[src/rtl/vga_defs.sv]
// vga_defs: shared VGA timing, framebuffer geometry and display-FSM state encodings
// Contents:
//   H_TOTAL/V_TOTAL   full line/frame counts (800/525)
//   H_ACT/V_ACT       visible area (640/480)
//   FB_W/FB_H         framebuffer words per line / lines
//   SCALE_SHIFT       log2 of the screen-pixel block edge covered by one fb word
//   dstate_t          display FSM states D_IDLE/D_RD/D_CAP
package vga_defs;
    localparam int H_TOTAL     = 800;
    localparam int V_TOTAL     = 525;
    localparam int H_ACT       = 640;
    localparam int V_ACT       = 480;
    localparam int SCALE_SHIFT = 2;
    localparam int FB_W        = H_ACT >> SCALE_SHIFT;
    localparam int FB_H        = V_ACT >> SCALE_SHIFT;
    typedef enum logic [1:0] {D_IDLE = 2'd0, D_RD = 2'd1, D_CAP = 2'd2} dstate_t;
endpackage

[src/rtl/vga_fb_arbiter_if.sv]
// vga_fb_arbiter_if: posted host write bus into the framebuffer arbiter
// Signals:
//   host_valid/host_ready   write handshake, transfer when both high at clk
//   host_addr/host_data     framebuffer word address and pixel data
//   wr_drop                 1-clk pulse when an accepted write was out of range
// Modports: master = host writer, slave = arbiter
interface vga_fb_arbiter_if #(
    parameter int ADDR_W = 15
);
    logic              host_valid;
    logic              host_ready;
    logic [ADDR_W-1:0] host_addr;
    logic [15:0]       host_data;
    logic              wr_drop;
    modport master (output host_valid, host_addr, host_data, input host_ready, wr_drop);
    modport slave (input host_valid, host_addr, host_data, output host_ready, wr_drop);
endinterface

[src/rtl/vga_wr_fifo.sv]
// vga_wr_fifo: synchronous FIFO for posted host writes
// Ports:
//   clk, rst      clock, async active-high reset (empties the FIFO)
//   push, din     write request and data; ignored when full
//   pop, dout     read request; dout shows the head entry combinationally
//   full, empty   occupancy flags
module vga_wr_fifo #(
    parameter int WIDTH = 31,
    parameter int DEPTH = 4
) (
    input  logic             clk,
    input  logic             rst,
    input  logic             push,
    input  logic             pop,
    input  logic [WIDTH-1:0] din,
    output logic [WIDTH-1:0] dout,
    output logic             full,
    output logic             empty
);
    localparam int AW = $clog2(DEPTH);
    logic [WIDTH-1:0] mem [DEPTH];
    logic [AW:0] wp, rp;
    assign full  = (wp[AW] != rp[AW]) && (wp[AW-1:0] == rp[AW-1:0]);
    assign empty = wp == rp;
    assign dout  = mem[rp[AW-1:0]];
    always_ff @(posedge clk) begin
        if (push && !full) mem[wp[AW-1:0]] <= din;
    end
    always_ff @(posedge clk or posedge rst) begin
        if (rst) begin
            wp <= '0;
            rp <= '0;
        end else begin
            if (push && !full) wp <= wp + 1'b1;
            if (pop && !empty) rp <= rp + 1'b1;
        end
    end
endmodule

[src/rtl/vga_fb_arbiter.sv]
// vga_fb_arbiter: shares one single-port framebuffer SRAM between VGA scan-out (absolute priority)
//   and a posted host write FIFO that drains in every clk the display does not own.
// Build option: VGA_FB_DOUBLE_BUF_EN enables front/back double buffering with swap at vertical blanking.
// Ports:
//   clk, rst             system clock, async active-high reset
//   pix_en               pixel-clock enable; PixelCount/LineCount give the current scan position
//   color                registered prefetched pixel for the signal generator
//   host (slave)         host write bus: host_valid/host_ready/host_addr/host_data, wr_drop
//   swap_req/swap_done   buffer swap request and 1-clk completion pulse
//   mem_en/mem_we/mem_addr/mem_wdata/mem_rdata   SRAM port, mem_addr MSB = buffer select
module vga_fb_arbiter
    import vga_defs::*;
#(
    parameter int ADDR_W     = 15,
    parameter int FIFO_DEPTH = 4
) (
    input  logic            clk,
    input  logic            rst,
    input  logic            pix_en,
    input  logic [9:0]      PixelCount,
    input  logic [9:0]      LineCount,
    output logic [15:0]     color,
    vga_fb_arbiter_if.slave host,
    input  logic            swap_req,
    output logic            swap_done,
    output logic            mem_en,
    output logic            mem_we,
    output logic [ADDR_W:0] mem_addr,
    output logic [15:0]     mem_wdata,
    input  logic [15:0]     mem_rdata
);
    localparam int FB_WORDS = FB_W * FB_H;
    dstate_t state;
    logic rd_act, act_n, front, back, pop, empty, full, oob, rd, wr;
    logic [ADDR_W:0] rd_addr;
    logic [9:0] tx, ty;
    logic [ADDR_W-1:0] row, rd_addr_n;
    logic [ADDR_W+15:0] head;
    // prefetch target is the pixel after the current one, wrapping at line and frame end
    always_comb begin
        tx = (PixelCount == 10'(H_TOTAL - 1)) ? 10'd0 : PixelCount + 10'd1;
        ty = (PixelCount != 10'(H_TOTAL - 1)) ? LineCount :
             (LineCount == 10'(V_TOTAL - 1)) ? 10'd0 : LineCount + 10'd1;
        act_n = (tx < 10'(H_ACT)) && (ty < 10'(V_ACT));
        row = ADDR_W'(ty >> SCALE_SHIFT);
        rd_addr_n = (row << 7) + (row << 5) + ADDR_W'(tx >> SCALE_SHIFT);
    end
    vga_wr_fifo #(
        .WIDTH(ADDR_W + 16),
        .DEPTH(FIFO_DEPTH)
    ) u_fifo (
        .clk  (clk),
        .rst  (rst),
        .push (host.host_valid),
        .pop  (pop),
        .din  ({host.host_addr, host.host_data}),
        .dout (head),
        .full (full),
        .empty(empty)
    );
    // the display owns the SRAM only in D_RD; every other clk retires one host entry
    assign pop = (state != D_RD) && !empty;
    assign oob = head[ADDR_W+15:16] >= ADDR_W'(FB_WORDS);
    assign rd  = (state == D_RD) && rd_act;
    assign wr  = pop && !oob;
    assign mem_en    = rd || wr;
    assign mem_we    = wr;
    assign mem_addr  = rd ? rd_addr : wr ? {back, head[ADDR_W+15:16]} : '0;
    assign mem_wdata = wr ? head[15:0] : 16'h0;
    assign host.host_ready = !full;
    assign host.wr_drop    = pop && oob;
    always_ff @(posedge clk or posedge rst) begin
        if (rst) begin
            state   <= D_IDLE;
            rd_act  <= 1'b0;
            rd_addr <= '0;
            color   <= 16'h0;
        end else if (state == D_IDLE && pix_en) begin
            state   <= D_RD;
            rd_act  <= act_n;
            rd_addr <= {front, rd_addr_n};
        end else if (state == D_RD) begin
            state <= D_CAP;
        end else if (state == D_CAP) begin
            state <= D_IDLE;
            color <= rd_act ? mem_rdata : 16'h0;
        end
    end
`ifdef VGA_FB_DOUBLE_BUF_EN
    logic swap_pend, swap_now;
    // swapping on the first blanked line means a displayed frame never mixes buffers
    assign swap_now = pix_en && (state == D_IDLE) && (PixelCount == 10'd0) &&
                      (LineCount == 10'(V_ACT)) && swap_pend;
    assign back = !front;
    always_ff @(posedge clk or posedge rst) begin
        if (rst) begin
            swap_pend <= 1'b0;
            front     <= 1'b0;
            swap_done <= 1'b0;
        end else begin
            swap_pend <= (swap_pend && !swap_now) || swap_req;
            front     <= front ^ swap_now;
            swap_done <= swap_now;
        end
    end
`else
    logic unused_swap;
    assign unused_swap = swap_req;
    assign front       = 1'b0;
    assign back        = 1'b0;
    assign swap_done   = 1'b0;
`endif
endmodule

[src/flat_wrapper.sv]
// flat-port wrapper written by rule: the top's interface ports become plain ports
module vga_fb_arbiter_flat import vga_defs::*;
#(
    parameter int ADDR_W     = 15,
    parameter int FIFO_DEPTH = 4
)
  (clk, rst, pix_en, PixelCount, LineCount, color, swap_req, swap_done, mem_en, mem_we, mem_addr, mem_wdata, mem_rdata, host_host_valid, host_host_addr, host_host_data, host_host_ready, host_wr_drop);
  vga_fb_arbiter_if #(.ADDR_W(ADDR_W)) host_i ();
  input  logic clk;
  input  logic rst;
  input  logic pix_en;
  input  logic [9:0] PixelCount;
  input  logic [9:0] LineCount;
  output logic [15:0] color;
  input  logic swap_req;
  output logic swap_done;
  output logic mem_en;
  output logic mem_we;
  output logic [ADDR_W:0] mem_addr;
  output logic [15:0] mem_wdata;
  input  logic [15:0] mem_rdata;
  input wire logic [$bits(host_i.host_valid)-1:0] host_host_valid;
  input wire logic [$bits(host_i.host_addr)-1:0] host_host_addr;
  input wire logic [$bits(host_i.host_data)-1:0] host_host_data;
  output wire logic [$bits(host_i.host_ready)-1:0] host_host_ready;
  output wire logic [$bits(host_i.wr_drop)-1:0] host_wr_drop;
  assign host_i.host_valid = host_host_valid;
  assign host_i.host_addr = host_host_addr;
  assign host_i.host_data = host_host_data;
  assign host_host_ready = host_i.host_ready;
  assign host_wr_drop = host_i.wr_drop;
  vga_fb_arbiter #(.ADDR_W(ADDR_W), .FIFO_DEPTH(FIFO_DEPTH)) u_core (.clk(clk), .rst(rst), .pix_en(pix_en), .PixelCount(PixelCount), .LineCount(LineCount), .color(color), .host(host_i), .swap_req(swap_req), .swap_done(swap_done), .mem_en(mem_en), .mem_we(mem_we), .mem_addr(mem_addr), .mem_wdata(mem_wdata), .mem_rdata(mem_rdata));
endmodule
[config.mk]
export PLATFORM = sky130hd
export DESIGN_NAME = vga_fb_arbiter_flat
export DESIGN_NICKNAME = d
export VERILOG_FILES = /design/src/rtl/vga_defs.sv /design/src/rtl/vga_fb_arbiter_if.sv /design/src/rtl/vga_wr_fifo.sv /design/src/rtl/vga_fb_arbiter.sv /design/src/flat_wrapper.sv
export SDC_FILE = /design/constraint.sdc
export NUM_CORES = 1
export LEC_CHECK = 0
export CAP_MARGIN = 30
export CORE_UTILIZATION = 50
export DETAILED_ROUTE_END_ITERATION = 10
export HOLD_SLACK_MARGIN = 0.02
export MAX_ROUTING_LAYER = met4
export PLACE_DENSITY = 0.76
export SLEW_MARGIN = 10
export SYNTH_ARGS = -nofsm -noshare
export SYNTH_HDL_FRONTEND = slang
export SYNTH_SLANG_ARGS = --single-unit
[constraint.sdc]
create_clock -name clk -period 6 [get_ports clk]
set_input_delay 1.2 -clock clk [delete_from_list [all_inputs] [get_ports clk]]
set_output_delay 1.2 -clock clk [all_outputs]
set_load 0.01 [all_outputs]
[Word-level counts from Yosys, hierarchy flattened]
Memory sizes are Yosys's and may differ from the RTL's.
Index checks and enable logic that the tools add are counted.
W data, S select, Z words.
Cells by class
  magnitude comparators: 3
  bitwise gates (word level): 2
  add/sub/neg operators: 6
  muxes and demuxes: 12
  equality and inequality tests: 9
  reductions and logical operators: 16
Operators by type and width (count)
  $mux W16: 3
  $mux W10: 3
  $add A10 B1 Y10 const B: 2
  $eq A10 B10 Y1 const B: 2
  $add A15 B13 Y15: 1
  $add A15 B8 Y15: 1
  $ge A15 B15 Y1 const B: 1
  $mux W15: 1
  $lt A10 B10 Y1 const B: 1
  $lt A10 B9 Y1 const B: 1
  $ne A10 B10 Y1 const B: 1
  $logic_and A1 B1 Y1: 9
  $add A3 B1 Y3 const B: 2
  $mux W2: 3
  $eq A3 B3 Y1: 1
  $logic_not A1 Y1: 3
  $reduce_and A3 Y1: 1
  $reduce_bool A3 Y1: 1
  $eq A2 B1 Y1 const B: 1
  $eq A2 B2 Y1: 1
  $eq A2 B2 Y1 const B: 1
  $logic_not A2 Y1: 1
  $mux W1: 2
  $ne A2 B1 Y1 const B: 1
  3 further kinds: 4
Storage, ports and cells
  memories kept: 1
  word-level logic and storage cells: 55
  flip-flop bits (word level): 40
  input bits: 72
  output and inout bits: 53
  bits in writable memories: 124
Memory list
  u_core.u_fifo.mem: words 4, width 31, rd ports 1, clocked after Yosys merged registers in 0, write ports 1, RTL line vga_wr_fifo.sv:21  | logic [WIDTH-1:0] mem [DEPTH];

[Logic depth before layout (Yosys ltp)]
Gate-level depths: netlist (run 1).
  word-level depth: 6
  mapped depth: 15
  depth with buffers taken out: 14

[Hierarchy]
A second synthesis (run 1) with hierarchy kept.
Unflattened totals
  cell total of the unflattened synthesis: 521
  area, all modules: 7604.8 sq um
By module, submodules not included
  vga_wr_fifo: instances 1, seq. area each 3873.7 sq um, cells each 212, area each 5007.3 sq um
  vga_fb_arbiter: instances 1, seq. area each 850.8 sq um, cells each 309, area each 2597.5 sq um

[Least setup slack after synthesis (run 1)]
Ideal clock, no wire load.
  path kind: input port to flip-flop
  start: in PixelCount[3]
  end: reg u_core.rd_addr[14]
  library setup time: 0.132 ns
  buffers on the path: 1
  arrival: 4.074 ns
  slack: 1.793 ns
  data required time: 5.868 ns
  cell stages on the path: 13
  path through: and4_1 and2_1 clkbuf_1 a41oi_1 a211oi_1 fa_1 fa_1 a21oi_1 nor2_1 a311oi_1 a21oi_1 xnor2_1 o21ai_1
Between the ends
  word-level cells in the longest chain between the ends: 4
  elaborated cells on any way between the ends: 7
Ends and longest elaborated chain
  start, declared: RTL line flat_wrapper.sv:12  | input logic [9:0] PixelCount;
  $ne A10 B10 Y1: RTL line vga_fb_arbiter.sv:42  | ty = (PixelCount != 10'(H_TOTAL - 1)) ? LineCount :
  $mux W10: RTL line vga_fb_arbiter.sv:42
  $add A15 B13 Y15: RTL line vga_fb_arbiter.sv:46  | rd_addr_n = (row << 7) + (row << 5) + ADDR_W'(tx >> SCALE_SHIFT);
  $add A15 B8 Y15 *: RTL line vga_fb_arbiter.sv:46
  end signal, assigned: RTL line vga_fb_arbiter.sv:81  | rd_addr <= {front, rd_addr_n};
  end, declared: RTL line vga_fb_arbiter.sv:35  | logic [ADDR_W:0] rd_addr;
Every way passes the cells marked *; elsewhere a longest branch is shown, timed or not.
A chain may end at the register's enable or synchronous reset.

[Worst setup path in the final report (run 1)]
  start: reg u_core.u_fifo.rp[0]
  end: out mem_addr[11]
Between the ends
  word-level cells in the longest chain between the ends: 6
  elaborated cells on any way between the ends: 9
Ends and longest elaborated chain
  start, declared: RTL line vga_wr_fifo.sv:22  | logic [AW:0] wp, rp;
  start signal, assigned: RTL line vga_wr_fifo.sv:35  | if (pop && !empty) rp <= rp + 1'b1;
  $mem_v2 Z4 W31 / $eq A3 B3 Y1 (equally long branches)
  $ge A15 B15 Y1 / $logic_not A1 Y1 (equally long branches): RTL line vga_fb_arbiter.sv:63, vga_fb_arbiter.sv:62
  $logic_not A1 Y1 / $logic_and A1 B1 Y1 (equally long branches): RTL line vga_fb_arbiter.sv:65, vga_fb_arbiter.sv:62
  $logic_and A1 B1 Y1: RTL line vga_fb_arbiter.sv:65  | assign wr = pop && !oob;
  $mux W15 *: RTL line vga_fb_arbiter.sv:68  | assign mem_addr = rd ? rd_addr : wr ? {back, head[ADDR_W+15:16]} : '0;
  $mux W16 *: RTL line vga_fb_arbiter.sv:68
  end, declared: RTL line flat_wrapper.sv:19  | output logic [ADDR_W:0] mem_addr;
Marked as above.

==> run metrics, run 1 <==
Die Area=15,200 um^2; main flop type after synthesis=edfxtp_1; maximum vdd drop=around 300 uV; mapped cell area=~7300 um^2; fin crit share=between 70% and 80%; Slew @ Worst Pin=913 ps; reg2reg path depth=5; Via-to-Cell Ratio=5.50; Min Clock Period, post-route=approximately 4700 ps; Placer Congestion=0.869; number of cells on the critical path=8; DRC=0; Worst slew margin=roughly 39%; power density over the cells=between 400 and 500 nW/um^2; reg-to-reg slack, setup=3630 ps; CP peak stage delay=790 ps; Seq cells post-synth=164; Clock transition at path regs=60 ps; nets=roughly 710; CP Launch Type=flop; DR vias=4,429; DRT iter0 DRCs=288; number of routed nets with antenna violations=0; total CTS buffers=17; final instance area=9290 um^2; Crit Path Max Fanout=30; Final Hold Vio Count=0; Critical-path top delay cell=dfrtp_2; CTS root buf=clkbuf_16; Final Core Density=65.9%; Die H=between 100 and 150 um; WS Path Type=reg2out; Hold Path Depth=2; # diodes=0; clock latency at the later pin of the worst-skew pair=around 420 ps; largest net degree at the start of global routing=41; CTS tree=yes; Total GRT Usage=21.3%; PortBufs=121; sequential-to-total area share from yosys stat=between 60 and 70%; placed cell area=8690 um^2; max-cap violations=0; Post-Syn Instances=492; Hold Crit Start=u_core.rd_addr[3]; Synth top area share=50.7%; first-pass GRT wire length=22,900 um; routed len/inst=18.1 um; dpl hpwl=9450 um; initial antenna violation count=0; layout cell share with drive strength beyond 1=12.8%; pre-CTS WS=between 900 and 1000 ps; Final WS setup=1350 ps; Area Overhead vs Synth=26.6%; Post-CTS Setup Inserts=0; gr ovfl total=0; Req. time, crit path=between 4000 and 5000 ps; leakage=3.38 nW; worst path cell trace=mux4_2 -> a21o_1 -> nand2_1 -> nand2_1 -> a21boi_2 -> buf_4 -> a22o_1 -> clkdlybuf4s50_1; floorplan row count=43; DP Cell Count=774; setup_tns=0 ps; Min Hold Slack=slightly below 500 ps; boundary pin count=125; worst reg2reg startpoint=u_core.u_fifo.rp[1]; Post-CTS Hold Fix Bufs=0; Final setup viols=0; Die Wd=123 um; delay-heaviest family, CP=buffers and inverters; fmax=215 MHz; Buf/Inv on CP=2; Post-CTS Resized=0; Unique masters post-synth=45; Max Slew Vio Count=0; skew final=5.65 ps; FF-to-FF End=u_core.u_fifo.mem[3][23]; drt total wl=14,600 um; RSZ-0062 raised after global routing=false; cell accounting for the most synthesized area=edfxtp_1; non-filler cells, final=806; Post-synth EDFFs=between 100 and 150; overall power=4.59 mW; CTS H-Tree Depth=4; core area=14,100 um^2; cell mode on critical path=nand2_1; crit path DAT=approximately 3500 ps; Hold Path End=u_core.rd_addr[3]; clk buf depth=2; Fillers=998; Syn. warnings=0; syn_area_per_cell=14.9 um^2; drt first pass iters=4; Worst Hold Class=reg2reg; vias in the first global route=4,575; outcome=finished, final reports clean; nature of the critical path endpoint=output pin; FFs w/ async S/R, synth=between 20% and 30%; TritonCTS Sinks=164; Starting Density=52.1%; synth top area cells=edfxtp_1, dfrtp_1, mux4_2, ha_1, nand2_1
-- registers in the layout, indices dropped and copies added, names as in the netlist --
signal	flops
u_core.u_fifo.wp	3
u_core.state	2
u_core.rd_addr	15
u_core.u_fifo.rp	3
u_core.color	16
u_core.u_fifo.mem	124
u_core.rd_act	1
-- where the power goes --
part	switching [mW]	internal, mW	total (mW)
Sequential	0.168	1.55	1.71
Clock	0.433	0.656	1.09
Combinational	0.846	0.940	1.79
-- final cells by class --
class                           instances  area [um^2]  share of cell area, %
Inverter                               22         82.6                  0.889
Clock inverter                         15          180                   1.94
Clock buffer                           17          425                   4.58
Tap cell                              180          225                   2.42
Timing Repair Buffer                  129         1270                   13.7
Multi-Input combinational cell        279         2380                   25.6
Sequential cell                       164         4730                   50.8
-- cell usage after synthesis, types with 3 or more instances --
| cell type | n |
|---|---|
| a22o_1 | 15 |
| clkbuf_1 | 12 |
| nand3_1 | 5 |
| nor2_1 | 15 |
| buf_6 | 3 |
| and3_1 | 7 |
| nand4_1 | 3 |
| mux2_2 | 5 |
| ha_1 | 24 |
| a31oi_1 | 3 |
| dfrtp_1 | 40 |
| buf_2 | 8 |
| xor2_1 | 14 |
| edfxtp_1 | 124 |
| mux4_2 | 31 |
| inv_1 | 22 |
| a21oi_1 | 11 |
| nand2_1 | 47 |
| o21ai_0 | 32 |
| nor3_1 | 7 |
| buf_4 | 5 |
| xnor2_1 | 12 |
| and2_1 | 21 |
-- worst max-delay path by stage --
stage / slack (ps) / endpoint / startpoint
floorplan: 1790 / u_core.rd_addr[14] / PixelCount[3]
global placement: 990 / u_core.rd_addr[14] / PixelCount[2]
detailed placement: 970 / u_core.rd_addr[14] / PixelCount[6]
CTS: 1240 / mem_addr[11] / u_core.u_fifo.rp[0]
global route: 1060 / mem_addr[8] / u_core.u_fifo.rp[0]
finish: 1350 / mem_addr[11] / u_core.u_fifo.rp[0]
-- worst register-to-register path, delay by kind of cell, from the launching register on --
kind	cells	cell delay [ps]
flops	1	940
simple gates	3	380
xor+xnor	1	250
buf+inv	1	420
-- routing by layer --
layer / vias up / track usage, % / share of wire, %
li1: 2074 / - / -
met1: 2184 / 25.5 / 42
met2: 158 / 34.8 / 49
met3: 13 / 6.13 / 7.3
met4: 0 / 7.23 / 1.2
met5: - / - / 0
-- placed cells by master, fill, tap and decap left out, types with 7 or more instances in the layout --
cell type / Yosys / routed
and2_1: 21 / 21
clkdlybuf4s50_1: 0 / 121
mux4_2: 31 / 31
o21ai_0: 32 / 32
dfrtp_1: 40 / 39
and3_1: 7 / 7
xnor2_1: 12 / 12
nand2_1: 47 / 47
inv_1: 22 / 22
ha_1: 24 / 24
buf_4: 5 / 8
nor2_1: 15 / 15
xor2_1: 14 / 14
nor3_1: 7 / 7
a21oi_1: 11 / 11
clkbuf_16: 0 / 17
edfxtp_1: 124 / 124
a22o_1: 15 / 15
-- logic make-up after synthesis --
kind of cell	Yosys count	share of synthesized area, %
adders and majority gates	26	4.64
other	1	0.0511
DFF	164	64.4
muxes	37	10.4
AOI/OAI and AO/OA	72	6.12
xor gates and xnor gates	26	3.10
buffers and inverters	50	3.26
and+or+nand+nor	116	8.05
Note: power is estimated with default switching activity, not from simulation.
==> inputs of run 2 (changes only) <==
Clock period 6 ns to 4.6 ns, I/O delays scaled along.
==> run 2 against run 1 <==
Flip-flop and latch count unchanged. Largest cell class unchanged. Critical path depth unchanged. Clock power up 21%. Combinational power rose by 31%. Die area unchanged. Sequential power up 30%. Worst hold slack improved by 1.1 ps. Routed wire length decreased by 0.47%. Via count up 0.61%. Register-to-register slack lost 1800 ps. Cell count is 1.6% higher. Clock skew grew 3.3 ps. Critical path type unchanged.
==> run metrics, run 2 (same netlist as run 1, synthesis figures left out) <==
outcome=finished, final reports clean (unchanged); dpl hpwl=9860 um (was 9450 um); clock latency at the later pin of the worst-skew pair=420 ps (about the same); maximum vdd drop=398 uV (was 297 uV); Die H=123 um (unchanged); Area Overhead vs Synth=27.2% (was 26.6%); DP Cell Count=786 (was 774); commonest non-fill, non-tap cell in the layout=edfxtp_1 (unchanged); Setup crit start=u_core.u_fifo.rp[0] (unchanged); non-filler cells, final=819 (was 806); first-pass GRT wire length=23,400 um (was 22,900 um); power density over the cells=632 nW/um^2 (was 494 nW/um^2); fin crit share=95.0%; gr ovfl total=0 (unchanged); setup_tns=0 ps (unchanged); reg2reg path depth=5 (unchanged); WS Path Type=reg2out (unchanged); DRC=0 (unchanged); Slew @ Worst Pin=884 ps (was 913 ps); CP Launch Type=flop (unchanged); Min Clock Period, post-route=4370 ps; TritonCTS Sinks=164 (unchanged); number of routed nets with antenna violations=0 (unchanged); commonest cells after routing, fill and taps aside=edfxtp_1, clkdlybuf4s50_1, nand2_1 (unchanged); Req. time, crit path=3680 ps (was 4800 ps); Placer Congestion=0.866 (was 0.869); drt first pass iters=4 (unchanged); worst reg2reg startpoint=u_core.u_fifo.rp[0] (was u_core.u_fifo.rp[1]); CTS tree=yes (unchanged); Crit Path Max Fanout=30 (unchanged); DRT iter0 DRCs=290 (was 288); CTS H-Tree Depth=4 (unchanged); PortBufs=121 (unchanged); DR vias=4,456 (was 4,429); Final setup viols=0 (unchanged); overall power=5.90 mW (was 4.59 mW); number of cells on the critical path=8 (unchanged); FF-to-FF End=u_core.u_fifo.mem[0][24] (was u_core.u_fifo.mem[3][23]); Total GRT Usage=21.8% (was 21.3%); Buf/Inv on CP=2 (unchanged); worst path cell trace=mux4_2 -> a21o_1 -> nand2_1 -> nand2_1 -> a21boi_2 -> buf_4 -> a22o_1 -> clkdlybuf4s50_1 (unchanged); clk buf depth=2 (unchanged); nets=723 (was 711); RSZ-0062 raised after global routing=false (unchanged); Max Slew Vio Count=0 (unchanged); skew final=8.97 ps (was 5.65 ps); Starting Density=52.1% (unchanged); CP endpoint=mem_addr[11] (unchanged); layout cell share with drive strength beyond 1=13.9% (was 12.8%); vias in the first global route=4,626 (was 4,575); Worst Hold Class=reg2reg (unchanged); initial antenna violation count=1 (was 0); Hold Path Depth=2 (unchanged); Critical-path top delay cell=dfrtp_2 (unchanged); largest net degree at the start of global routing=41 (unchanged); CP peak stage delay=790 ps (about the same); Worst slew margin=40.9% (was 39.1%); max-cap violations=0 (unchanged); Final Hold Vio Count=0 (unchanged); Die Area=15,200 um^2 (unchanged); Clock transition at path regs=70 ps (was 60 ps); Die Wd=123 um (unchanged); nature of the critical path endpoint=output pin (unchanged); boundary pin count=125 (unchanged); Hold Crit Start=u_core.rd_addr[8] (was u_core.rd_addr[3]); leakage=3.41 nW (was 3.38 nW); drt total wl=14,500 um (was 14,600 um); floorplan row count=43 (unchanged); total CTS buffers=17 (unchanged); Largest register FFs=124 (unchanged); fmax=229 MHz; crit path DAT=3450 ps (about the same); CTS root buf=clkbuf_16 (unchanged); cell mode on critical path=nand2_1 (unchanged); core area=14,100 um^2 (unchanged); Post-CTS Setup Inserts=0 (unchanged); Via-to-Cell Ratio=5.44 (was 5.50); routed len/inst=17.8 um (was 18.1 um); reg-to-reg slack, setup=1840 ps (was 3630 ps); Post-CTS Hold Fix Bufs=0 (unchanged); Post-CTS Resized=0 (unchanged); delay-heaviest family, CP=buffers and inverters (unchanged)
==> run 2: layout make-up <==
cell class | count | area (um^2)
fillers | 1013 | 4760
flip-flops and latches | 164 | 4730
well taps | 180 | 225
inverters | 22 | 82.6
diodes | 1 | 2.50
multi-input cells | 279 | 2380
clock buffers | 19 | 433
clock inverters | 13 | 125
repair buffers | 141 | 1360
==> run 2: worst register-to-register path, cell delays in order (launching register included) <==
cell	delay, ps
dfrtp_2	790
xor2_1	250
nor2_1	70
nand2_1	160
and3_1	750
buf_4	420
==> run 2: how the worst min path moves through the flow <==
stage | end | slack [ps]
final | u_core.rd_addr[8] | 490
after global routing | u_core.rd_addr[9] | 510
after floorplan | u_core.rd_addr[0] | 450
after detailed placement | u_core.rd_addr[9] | 480
after CTS | u_core.rd_addr[8] | 490
after global placement | u_core.rd_addr[10] | 470
==> run 2: per-stage QoR <==
step / hold WS [ps] / setup slack, ps / area (um^2) / utilization [%]
after floorplan: 450 / 673 / 7340 / -
after global placement: 468 / 89.5 / 8780 / 62.3
after detailed placement: 475 / 97.4 / 8780 / 62.3
after CTS: 490 / 149 / 9340 / 66.2
after global routing: 506 / 5.96 / 9340 / 66.3
final: 488 / 229 / 9340 / 66.3
==> run 2: routing by layer <==
metal  routed length (um)  vias to the layer above  global-route usage (%)
met2                 7040                      132                    33.8
met5                    0                        -                       -
met4                  184                        0                    6.93
li1                     -                     2092                       -
met1                 6350                     2218                    27.9
met3                  967                       14                    6.13
==> run 2: power breakdown <==
part	leakage [nW]	internal, mW	switching [mW]
logic	1.51	1.23	1.12
clock network	0.259	0.751	0.572
registers	1.64	2.02	0.207
==> inputs of run 3 (changes only) <==
Settings changed: RECOVER_POWER from default to 25.
==> run 3 against run 2 <==
Via count is essentially flat. Core utilization increased by 0.053 points. Clock skew barely moved. Largest cell class unchanged. Die area is the same. Worst hold slack worse by 0.93 ps. Clock power is essentially flat. Worst setup slack got worse by 18 ps.
==> run metrics, run 3 (same netlist as run 1, synthesis figures left out) <==
outcome=finished, final reports clean (unchanged); DR vias=4,453 (was 4,456); sequential power share=37.7% (about the same); worst path cell trace=mux4_2 -> a21o_1 -> nand2_1 -> nand2_1 -> a21boi_2 -> buf_4 -> a22o_1 -> clkdlybuf4s50_1 (unchanged); core area=14,100 um^2 (unchanged); CTS tree=yes (unchanged); boundary pin count=125 (unchanged); area of the multi-input gates=2380 um^2 (unchanged); routed len/inst=17.8 um (about the same); DRT iter0 DRCs=286 (was 290); Largest register FFs=124 (unchanged); first-pass GRT wire length=23,400 um (unchanged); commonest cells after routing, fill and taps aside=edfxtp_1, clkdlybuf4s50_1, nand2_1 (unchanged); Buf/Inv on CP=2 (unchanged); drt first pass iters=4 (unchanged); clock latency at the later pin of the worst-skew pair=420 ps (about the same); Clock transition at path regs=70 ps (about the same); Worst Hold Class=reg2reg (unchanged); M1 WL=6530 um (was 6350 um); nature of the critical path endpoint=output pin (unchanged); switch share=32.3% (was 32.1%); max-cap violations=0 (unchanged); reg2reg path depth=5 (unchanged); total CTS buffers=17 (unchanged); vias in the first global route=4,626 (unchanged); Fillers=1,011 (was 1,013); switching pwr=1.90 mW (was 1.89 mW); fin crit share=95.4% (was 95.0%); Die H=123 um (unchanged); power density over the cells=631 nW/um^2 (was 632 nW/um^2); commonest non-fill, non-tap cell in the layout=edfxtp_1 (unchanged); Die Area=15,200 um^2 (unchanged); Die Wd=123 um (unchanged); setup_tns=0 ps (unchanged); Req. time, crit path=3680 ps (about the same); clk buf depth=2 (unchanged); layout cell share with drive strength beyond 1=13.9% (unchanged); Hold Path Depth=2 (unchanged); Final Hold Vio Count=0 (unchanged); fmax=228 MHz (was 229 MHz); gr ovfl total=0 (unchanged); Area Overhead vs Synth=27.3% (was 27.2%); initial antenna violation count=4 (was 1); RSZ-0062 raised after global routing=false (unchanged); CTS H-Tree Depth=4 (unchanged); Pint=4.00 mW (about the same); cell mode on critical path=nand2_1 (unchanged); floorplan row count=43 (unchanged); pre-CTS WS=97.4 ps (unchanged); CP Launch Type=flop (unchanged); Starting Density=52.1% (unchanged); Post-CTS Resized=0 (unchanged); uppermost layer routed=met4 (unchanged); TritonCTS Sinks=164 (unchanged); Min Hold Slack=487 ps (was 488 ps); met2 routed WL=7050 um (was 7040 um); maximum vdd drop=395 uV (was 398 uV); largest net degree at the start of global routing=41 (unchanged); Slew @ Worst Pin=885 ps (was 884 ps); Final setup viols=0 (unchanged); Via-to-Cell Ratio=5.42 (was 5.44); delay-heaviest family, CP=buffers and inverters (unchanged); WS Path Type=reg2out (unchanged); dpl hpwl=9860 um (unchanged); Min Clock Period, post-route=4390 ps (was 4370 ps); PortBufs=121 (unchanged); number of routed nets with antenna violations=0 (unchanged); leakage=3.42 nW (was 3.41 nW); Placer Congestion=0.866 (unchanged); Total GRT Usage=21.8% (unchanged); Crit Path Max Fanout=30 (unchanged); storage element area=4730 um^2 (unchanged); Post-CTS Hold Fix Bufs=0 (unchanged); number of cells on the critical path=8 (unchanged); Final WS setup=211 ps (was 229 ps); CP peak stage delay=790 ps (about the same); Max Slew Vio Count=0 (unchanged); Comb pwr share=39.8% (about the same); CTS root buf=clkbuf_16 (unchanged); skew final=9.17 ps (was 8.97 ps); clock power share=22.4% (about the same); crit path DAT=3470 ps (was 3450 ps); WL met3=844 um (was 967 um); Worst slew margin=40.9% (about the same); Final Core Density=66.3% (about the same); drt total wl=14,600 um (was 14,500 um); Critical-path top delay cell=dfrtp_2 (unchanged); Post-CTS Setup Inserts=0 (unchanged); nets=723 (unchanged); DRC=0 (unchanged)
==> run 3: cell count changes in the layout (fill, tap and decap cells not counted) <==
cell,delta
clkdlybuf4s50_1,-25
diode_2,+3
dlygate4sd3_1,+25
==> run 3: power by group through the flow <==
stage | registers, mW | logic (mW) | clock network (mW)
6_report | 2.23 | 2.35 | 1.32
5_1_grt | 2.27 | 2.56 | 1.41
4_1_cts | 2.23 | 2.38 | 1.34
3_5_place_dp | 2.26 | 2.36 | 0
3_3_place_gp | 2.23 | 2.33 | 0
2_1_floorplan | 2.16 | 1.39 | 0
==> run 3: area by class of cell <==
type,count,area share [%]
Clock inverter,13,1.34
Clock buffer,19,4.63
Inverter,22,0.884
Sequential cell,164,50.6
Timing Repair Buffer,141,14.6
Multi-Input combinational cell,279,25.5
Antenna cell,4,0.107
Tap cell,180,2.41
==> run 3: layer usage <==
layer	GRT usage, %	vias to the layer above
met2	33.8	118
met5	-	-
met3	6.13	16
li1	-	2096
met1	27.9	2223
met4	6.93	0
==> run 3: metrics by stage <==
stage | cells | cell area (um^2) | power, mW
CTS | 818 | 9340 | 5.96
global placement | 786 | 8780 | 4.56
finish | 822 | 9350 | 5.90
floorplan | 493 | 7340 | 3.55
global route | 822 | 9350 | 6.24
detailed placement | 786 | 8780 | 4.62
==> run 3: tightest hold or removal path: cells and delay by family (launching register included) <==
kind	cells	cell delay (ps)
DFF	1	340
AOI/OAI and AO/OA	1	60
and+or+nand+nor	1	50
==> run 3: worst paths after layout <==
path / start / slack, ps / end
min in group asynchronous: rst / 930 / u_core.color[14]
hold reg to reg: u_core.rd_addr[8] / 490 / u_core.rd_addr[8]
max in group asynchronous: rst / 3290 / u_core.u_fifo.rp[0]
setup reg to reg: u_core.u_fifo.rp[0] / 1840 / u_core.u_fifo.mem[0][18]
hold / removal: u_core.rd_addr[8] / 490 / u_core.rd_addr[8]
setup / recovery: u_core.u_fifo.rp[0] / 210 / mem_addr[11]
